$ cat src/rtl/seq_det_pkg.sv
// Shared types and constants for the "1101" serial detector sequencer.
package seq_det_pkg;

  typedef enum logic [1:0] {
    IDLE,
    SHIFT,
    DRAIN,
    REPORT
  } ctrl_state_t;

  typedef enum logic [2:0] {
    S0,
    S1,
    S2,
    S3,
    S4
  } det_state_t;

  localparam logic [3:0] PATTERN = 4'b1101;

endpackage : seq_det_pkg

$ cat src/rtl/seq_det_ctrl_if.sv
// Word-in / result-out handshake bundle between a producer/consumer and the sequencer.
interface seq_det_ctrl_if #(
  parameter int WORD_W = 8,
  parameter int CNT_W  = 4
);
  logic              in_valid;
  logic              in_ready;
  logic [WORD_W-1:0] in_data;
  logic              keep_hist;
  logic              res_valid;
  logic              res_ready;
  logic [CNT_W-1:0]  res_count;
  logic              res_hit;

  modport master (
    output in_valid, in_data, keep_hist, res_ready,
    input  in_ready, res_valid, res_count, res_hit
  );

  modport slave (
    input  in_valid, in_data, keep_hist, res_ready,
    output in_ready, res_valid, res_count, res_hit
  );
endinterface : seq_det_ctrl_if

$ cat src/rtl/seq_moore_det.sv
// Moore "1101" detector with overlap; out is high while the state is S4.
module seq_moore_det
  import seq_det_pkg::*;
(
  input  logic clk,
  input  logic rst,
  input  logic clr,
  input  logic en,
  input  logic in,
  output logic out
);

  det_state_t r_state;
  det_state_t w_next;

  // NOTE: sequential state uses <= so every flop samples pre-edge values.
  always_ff @(posedge clk or posedge rst) begin
    if (rst)      r_state <= S0;
    else if (clr) r_state <= S0;
    else if (en)  r_state <= w_next;
  end

  // NOTE: default assigned first so no path leaves w_next unassigned (no latch).
  always_comb begin
    w_next = r_state;
    unique case (r_state)
      S0:      w_next = (in == PATTERN[3]) ? S1 : S0;
      S1:      w_next = (in == PATTERN[2]) ? S2 : S0;
      S2:      w_next = (in == PATTERN[1]) ? S3 : S2;
      S3:      w_next = (in == PATTERN[0]) ? S4 : S0;
      S4:      w_next = in ? S2 : S0;  // overlap: trailing "1" restarts as "11"
      default: w_next = S0;
    endcase
  end

  assign out = (r_state == S4);

endmodule : seq_moore_det

$ cat src/rtl/seq_det_ctrl.sv
// Word sequencer: serialises words MSB-first into the detector, counts matches per
// word and in a saturating running total, and reports each word over valid/ready.
module seq_det_ctrl
  import seq_det_pkg::*;
#(
  parameter int WORD_W = 8,
  parameter int CNT_W  = 4,
  parameter int TOT_W  = 16
) (
  input  logic             clk,
  input  logic             rst,
  seq_det_ctrl_if.slave    bus,
  output logic [TOT_W-1:0] total,
  output logic             busy
);

  localparam int BC_W = $clog2(WORD_W);
  localparam logic [BC_W-1:0] LAST_BIT = BC_W'(WORD_W - 1);

  ctrl_state_t       r_state;
  ctrl_state_t       w_next;
  logic [WORD_W-1:0] r_sreg;
  logic [BC_W-1:0]   r_bit_cnt;
  logic              r_shifted;
  logic [CNT_W-1:0]  r_count;
  logic [TOT_W-1:0]  r_total;

  logic w_accept;
  logic w_det_clr;
  logic w_det_en;
  logic w_det_out;
  logic w_count_hit;

  assign w_accept    = bus.in_valid && (r_state == IDLE);
  assign w_det_clr   = w_accept && !bus.keep_hist;
  assign w_det_en    = (r_state == SHIFT);
  // The detector output reflects a bit one cycle after it was shifted in.
  assign w_count_hit = r_shifted && w_det_out;

  seq_moore_det u_det (
    .clk (clk),
    .rst (rst),
    .clr (w_det_clr),
    .en  (w_det_en),
    .in  (r_sreg[WORD_W-1]),
    .out (w_det_out)
  );

  always_comb begin
    w_next = r_state;
    unique case (r_state)
      IDLE:    if (w_accept)                w_next = SHIFT;
      SHIFT:   if (r_bit_cnt == LAST_BIT)   w_next = DRAIN;
      DRAIN:                                w_next = REPORT;
      REPORT:  if (bus.res_ready)           w_next = IDLE;
      default:                              w_next = IDLE;
    endcase
  end

  always_ff @(posedge clk or posedge rst) begin
    if (rst) begin
      r_state   <= IDLE;
      r_sreg    <= '0;
      r_bit_cnt <= '0;
      r_shifted <= 1'b0;
      r_count   <= '0;
      r_total   <= '0;
    end else begin
      r_state   <= w_next;
      r_shifted <= (r_state == SHIFT);
      if (w_accept) begin
        r_sreg    <= bus.in_data;
        r_bit_cnt <= '0;
        r_count   <= '0;
      end else if (r_state == SHIFT) begin
        r_sreg    <= {r_sreg[WORD_W-2:0], 1'b0};
        r_bit_cnt <= r_bit_cnt + 1'b1;
      end
      if (w_count_hit) begin
        r_count <= r_count + 1'b1;
        if (r_total != '1) r_total <= r_total + 1'b1;
      end
    end
  end

  assign bus.in_ready  = (r_state == IDLE);
  assign bus.res_valid = (r_state == REPORT);
  assign bus.res_count = r_count;
  assign bus.res_hit   = (r_count != '0);
  assign total         = r_total;
  assign busy          = (r_state != IDLE);

endmodule : seq_det_ctrl
$ cat src/flat_wrapper.sv
// flat-port wrapper written by rule: the top's interface ports become plain ports
module seq_det_ctrl_flat import seq_det_pkg::*;
#(
  parameter int WORD_W = 8,
  parameter int CNT_W  = 4,
  parameter int TOT_W  = 16
)
  (clk, rst, total, busy, bus_in_valid, bus_in_data, bus_keep_hist, bus_res_ready, bus_in_ready, bus_res_valid, bus_res_count, bus_res_hit);
  seq_det_ctrl_if #(.WORD_W(WORD_W), .CNT_W(CNT_W)) bus_i ();
  input  logic clk;
  input  logic rst;
  output logic [TOT_W-1:0] total;
  output logic busy;
  input wire logic [$bits(bus_i.in_valid)-1:0] bus_in_valid;
  input wire logic [$bits(bus_i.in_data)-1:0] bus_in_data;
  input wire logic [$bits(bus_i.keep_hist)-1:0] bus_keep_hist;
  input wire logic [$bits(bus_i.res_ready)-1:0] bus_res_ready;
  output wire logic [$bits(bus_i.in_ready)-1:0] bus_in_ready;
  output wire logic [$bits(bus_i.res_valid)-1:0] bus_res_valid;
  output wire logic [$bits(bus_i.res_count)-1:0] bus_res_count;
  output wire logic [$bits(bus_i.res_hit)-1:0] bus_res_hit;
  assign bus_i.in_valid = bus_in_valid;
  assign bus_i.in_data = bus_in_data;
  assign bus_i.keep_hist = bus_keep_hist;
  assign bus_i.res_ready = bus_res_ready;
  assign bus_in_ready = bus_i.in_ready;
  assign bus_res_valid = bus_i.res_valid;
  assign bus_res_count = bus_i.res_count;
  assign bus_res_hit = bus_i.res_hit;
  seq_det_ctrl #(.WORD_W(WORD_W), .CNT_W(CNT_W), .TOT_W(TOT_W)) u_core (.clk(clk), .rst(rst), .bus(bus_i), .total(total), .busy(busy));
endmodule
$ cat config.mk
export PLATFORM = sky130hd
export DESIGN_NAME = seq_det_ctrl_flat
export DESIGN_NICKNAME = d
export VERILOG_FILES = /design/src/rtl/seq_det_pkg.sv /design/src/rtl/seq_det_ctrl_if.sv /design/src/rtl/seq_moore_det.sv /design/src/rtl/seq_det_ctrl.sv /design/src/flat_wrapper.sv
export SDC_FILE = /design/constraint.sdc
export NUM_CORES = 1
export LEC_CHECK = 0
export ABC_CLOCK_PERIOD_IN_PS = 1900
export BUFFER_PORTS_ARGS = -buffer_cell sky130_fd_sc_hd__buf_2
export CAP_MARGIN = 5
export CORE_UTILIZATION = 45
export DETAILED_ROUTE_END_ITERATION = 10
export GPL_TIMING_DRIVEN = 0
export PLACE_DENSITY = 0.7
export SYNTH_ARGS = -nofsm -noshare
export SYNTH_HDL_FRONTEND = slang
export SYNTH_SLANG_ARGS = --single-unit
$ cat constraint.sdc
create_clock -name clk -period 1.9 [get_ports clk]
set_input_delay 0.095 -clock clk [delete_from_list [all_inputs] [get_ports clk]]
set_output_delay 0.095 -clock clk [all_outputs]
set_load 0.02 [all_outputs]
**Word level (Yosys, flattened, before mapping)**

Index checks and enable logic that the tools add are counted.

- Add/sub/neg operators: 3
- Mux-type cells: 17
- Equal/unequal tests: 12
- Reductions and logical operators: 14

Operator list:

| kind | count |
|---|---|
| 16-bit by 1-bit adder with 16-bit output, second input constant | 1 |
| 8-bit 2-to-1 mux | 2 |
| 16-bit != test, second input constant | 1 |
| 3-bit 2-to-1 mux | 5 |
| 3-bit case mux with 4 select lines | 1 |
| 2-bit 2-to-1 mux | 4 |
| 4-bit 2-to-1 mux | 2 |
| 2-bit case mux with 4 select lines | 1 |
| 2-bit nonzero test | 4 |
| 3-bit by 2-bit == test with 1-bit output, second input constant | 2 |
| 3-bit == test, second input constant | 2 |
| 4-bit by 1-bit adder with 4-bit output, second input constant | 1 |
| 2-bit == test, second input constant | 2 |
| 2-bit by 1-bit != test with 1-bit output, second input constant | 2 |
| 4-bit nonzero test | 1 |
| 3-bit by 1-bit adder with 3-bit output, second input constant | 1 |
| 3-bit by 1-bit == test with 1-bit output, second input constant | 1 |
| 1-bit logical AND | 3 |
| 3-bit logical NOT | 1 |
| 3-bit AND reduction | 1 |
| 2-bit by 1-bit == test with 1-bit output, second input constant | 1 |
| 2-bit logical NOT | 1 |
| 1-bit 2-to-1 mux | 2 |
| 2-bit != test, second input constant | 1 |
| other kinds (3) | 3 |

- Bits of input ports: 13
- Flip-flop bits (word level): 37
- Word-level logic and storage cells: 53

**Longest topological paths before layout**

- Word-level depth: 5
- Gate-level depth with buffers: 6
- Mapped depth without buffers: 6

**Hierarchy**

A second synthesis with hierarchy kept.

- Cell total of the unflattened synthesis: 179
- Area, all modules: 1916.8 µm²

By module, submodules not included:

| module | area each (µm²) | seq. area each (µm²) | cells each | times used |
|---|---|---|---|---|
| seq_det_ctrl | 1732.9 | 850.8 | 160 | 1 |
| seq_moore_det | 183.9 | 75.1 | 19 | 1 |

**Worst setup path after synthesis**

No wires, ideal clock.

- Kind: register to register
- Start point: register u_core.u_det.r_state[0]
- End point: register u_core.r_total[11] (netlist: u_core.total[11])
- Arrival: 1725 ps
- Clock period less this slack: 1850 ps
- Slack: 50 ps
- Buffers on the path: 1
- Required time: 1775 ps
- Setup time: 125 ps
- Stages on the path, launching flop included: 6
- Path through: dfrtp_1 -> nand4bb_1 -> buf_6 -> or4_4 -> nor2_1 -> mux2_2

- Word-level cells in the longest chain between the ends: 3

Ends and longest elaborated chain:

| item | line | source |
|---|---|---|
| from (decl) | seq_moore_det.sv:13 | `det_state_t r_state;` |
| from (signal assigned) | seq_moore_det.sv:20 | `else if (en) r_state <= w_next;` |
| 3-bit == test | seq_moore_det.sv:36 | `assign out = (r_state == S4);` |
| 1-bit logical AND | seq_det_ctrl.sv:38 | `assign w_count_hit = r_shifted && w_det_out;` |
| 2-bit AND reduction (no source line) | - |  |
| to (signal assigned) | seq_det_ctrl.sv:81 | `if (r_total != '1) r_total <= r_total + 1'b1;` |
| to (decl) | seq_det_ctrl.sv:26 | `logic [TOT_W-1:0] r_total;` |

No other way between the ends.
A chain may end at the register's enable or synchronous reset.

**Final worst setup path**

Ends and elaborated chain as after synthesis.

==> results.json <==
{
  "cts_tree": "done",
  "yosysWarnings": 0,
  "synth_xor_xnor_area_share_pct": 7.000,
  "worstMarginPinSlew_ns": 0.7515,
  "crit_chain": "nand4bb_1, buf_6, or4_4, nor2_2, mux2_2",
  "cts_buffers": 5,
  "place_worst_setup_slack_ns": -0.05937,
  "slew_headroom_pct": 49.83,
  "setup_ws_ns": 0.02499,
  "period_minus_slack_ns": 1.875,
  "slowest_delay_ns": 0.56,
  "pwr-share-clk_pct": 22.3,
  "arrival_ns": 2.05,
  "switching_share_pct": 34.27,
  "synth_mux_area_share_pct": 6.600,
  "grt_overflow": 0,
  "synth_top_family_by_area": "simple AND/OR/NAND/NOR gates",
  "fin_crit_sh_pct": 98.68,
  "routabilityCongestion": 0.8408,
  "dp_hpwl_um": 2521,
  "start_kind": "flop",
  "p_per_area_nw_per_um2": 1087,
  "min_from": "bus_in_data[4]",
  "cts-root-buf": "clkbuf_8",
  "p_leak_uw": 0.001088,
  "synthArstFlopShare_pct": 100.0,
  "slowest_stage": "or4_4",
  "min_path_cells": 3,
  "reg2reg_to": "u_core.total[11]$_DFFE_PP0P_",
  "area_delta_synth_final_pct": 19.53,
  "synth_compound_area_share_pct": 7.467,
  "gr-usage-all-layers_pct": 18.39,
  "hold_violations": 0,
  "vias": 1419,
  "grt_start_max_net_pins": 38,
  "status": "finished, final reports clean",
  "placementRows": 23,
  "antenna_found_initial": 0,
  "syn-num-nets": 207,
  "synth-simple-area-share_pct": 20.13,
  "r2r_slack_ns": 0.02,
  "worst-path-buf-inv": 1,
  "holdWs_ns": 0.01048,
  "wl_per_cell_um": 12.30,
  "p_comb_share_pct": 33.2,
  "netlist_area_sq_um": 1877,
  "ios": 37,
  "p_int_uw": 1603,
  "synth-seq-area-share_pct": 49.33,
  "grt_pass1_vias": 1286,
  "nNetsFinal": 253,
  "holdPathEnd": "u_core.r_sreg[4]$_DFFE_PP0P_",
  "fmax_ghz": 0.5333,
  "cts_num_sinks": 37,
  "setup_viol": 0,
  "die_w_um": 66.58,
  "ys_ff_latch": 37,
  "hold_class": "primary input to flop",
  "drt.antenna.violating_nets": 0,
  "drc": 0,
  "crit_path_end_kind": "flop",
  "ys_types": 35,
  "synthAdderAreaFrac_pct": 6.667,
  "cts_buffer_depth": 2,
  "rsz0062_at_grt": "true",
  "ir_drop_uv": 867.7,
  "syn-mean-instance-area_sq_um": 10.20,
  "chipHeight_um": 66.58,
  "viasPerCell": 5.068,
  "cap_violations": 0,
  "grt_first_pass_wirelength_um": 5892,
  "reg2regPathDepth": 5,
  "worst-setup-path-type": "flop to flop",
  "drive_above_1_share_pct": 25.65,
  "coreArea_sq_um": 4000,
  "clk_pin_slew_ns": 0.07,
  "worstPathRequired_ns": 2.07,
  "antenna_cells": 0,
  "fin_skew_ns": 0.004281,
  "wl_um": 3444,
  "path_max_fanout": 10,
  "synth_flop_cell": "dfrtp_1",
  "clk_latency_ns": 0.29,
  "drt_iter0_markers": 75,
  "start_util_pct": 46.92,
  "maxSlewViolCount": 0,
  "critPathTopFamily": "simple AND/OR/NAND/NOR gates",
  "dr.pass1.iters": 4,
  "synth-edff-count": 0,
  "r2r-start": "u_core.u_det.r_state[0]$_DFFE_PP0P_",
  "dieArea_sq_um": 4433,
  "synth_cells": 184,
  "htree_levels": 2,
  "seqPwrFrac_pct": 44.5,
  "switching_power_uw": 835.7,
  "io_buffers": 36
}
-- power by group through the flow --
stage	Combinational, uW	Clock, uW	Sequential, uW
after floorplan	587	0	1100
after global placement	746	0	1110
after detailed placement	771	0	1120
after CTS	823	566	1090
after global routing	928	603	1110
final	810	544	1080
-- cells by family after synthesis --
logic type	count (synthesis)
AND/OR/NAND/NOR	73
AO/OA/AOI/OAI	25
XOR/XNOR	15
buffers and inverters	12
multiplexers	12
flip-flops	37
adder cells (fa/ha/maj)	10
-- per-layer routing --
| metal | track usage (%) | vias to the layer above | part of all wire (%) |
|---|---|---|---|
| met3 | 5.651 | 6 | 4.3 |
| li1 | - | 733 | - |
| met4 | 7.979 | 0 | 1.8 |
| met2 | 26.14 | 29 | 45 |
| met1 | 25.52 | 651 | 49 |
| met5 | 0 | - | 0 |
-- cells in the final DEF (no fill, tap or decap), types with 5 or more instances in the layout --
cell type,count
nor3_1,8
nor2_1,9
nand4_1,5
nand3_1,8
ha_1,10
clkbuf_8,6
mux2i_1,9
xor2_1,7
dfrtp_1,35
buf_2,37
inv_1,6
o21ai_0,16
xnor2_1,8
nand2_1,25
-- worst max-delay path by stage --
stage | start | endpoint | slack [ns] | depth (start not counted)
floorplan | u_core.u_det.r_state[0]$_DFFE_PP0P_ | u_core.total[11]$_DFFE_PP0P_ | 0.05 | 5
global placement | u_core.u_det.r_state[0]$_DFFE_PP0P_ | u_core.total[11]$_DFFE_PP0P_ | -0.05 | 5
detailed placement | u_core.u_det.r_state[0]$_DFFE_PP0P_ | u_core.total[11]$_DFFE_PP0P_ | -0.06 | 5
CTS | u_core.u_det.r_state[0]$_DFFE_PP0P_ | u_core.total[11]$_DFFE_PP0P_ | 0.01 | 5
global route | u_core.total[0]$_DFFE_PP0P_ | u_core.total[12]$_DFFE_PP0P_ | -0.04 | 5
finish | u_core.u_det.r_state[0]$_DFFE_PP0P_ | u_core.total[11]$_DFFE_PP0P_ | 0.02 | 5
-- layout make-up --
cell class              count  area (sq um)
fillers                   383          1757
flip-flops and latches     37         928.4
multi-input cells         135         907.1
repair buffers             39         205.2
clock buffers               7         86.33
well taps                  50         62.56
plain buffers               5         27.53
inverters                   7         26.28
-- state kept, by name, indices dropped and copies added (netlist names) --
| name | count |
|---|---|
| u_core.u_det.r_state | 3 |
| u_core.r_bit_cnt | 3 |
| u_core.total | 16 |
| u_core.r_sreg | 8 |
| u_core.r_shifted | 1 |
| u_core.r_state | 2 |
| u_core.bus.res_count | 4 |
-- cells in the mapped netlist (2+ instances only) --
cell type	n	area share (%)
nor4_1	2	0.67
o21ai_0	16	4.3
xnor2_1	8	3.7
a21oi_1	4	1.1
nor2_1	10	2.0
and2_1	2	0.67
clkbuf_1	3	0.60
dfrtp_1	37	49
nand2_1	25	5.0
ha_1	10	6.7
nor3_1	8	2.1
and4_1	2	0.93
or3_1	2	0.67
mux2i_1	9	4.8
mux2_2	3	1.8
nand4_1	5	1.7
xor2_1	7	3.3
inv_1	7	1.4
nand3_1	8	2.1
-- stage by stage --
step / power, uW / utilization, % / instances / cell area [sq um] / setup TNS (ns)
2_1_floorplan: 1690 / - / 184 / 1877 / 0
3_3_place_gp: 1857 / 52.99 / 270 / 2120 / -0.04553
3_5_place_dp: 1892 / 52.99 / 270 / 2120 / -0.09111
4_1_cts: 2476 / 56.02 / 280 / 2241 / 0
5_1_grt: 2642 / 56.08 / 280 / 2243 / -0.1101
6_report: 2439 / 56.08 / 280 / 2243 / 0
-- repair_timing --
item	CTS	global route
endpoints found under the setup margin	5	4
buffers inserted	2	0
resized for setup	4	1
endpoints found under the hold margin	37	0
hold buffers	1	0
-- worst register-to-register path: cells and delay by family (launching register included) --
kind                   cells  cell delay, ns
and+or+nand+nor            3            0.87
buffers and inverters      1            0.16
DFF                        1            0.40
muxes                      1            0.33
Power figures use the tool's default switching activity.
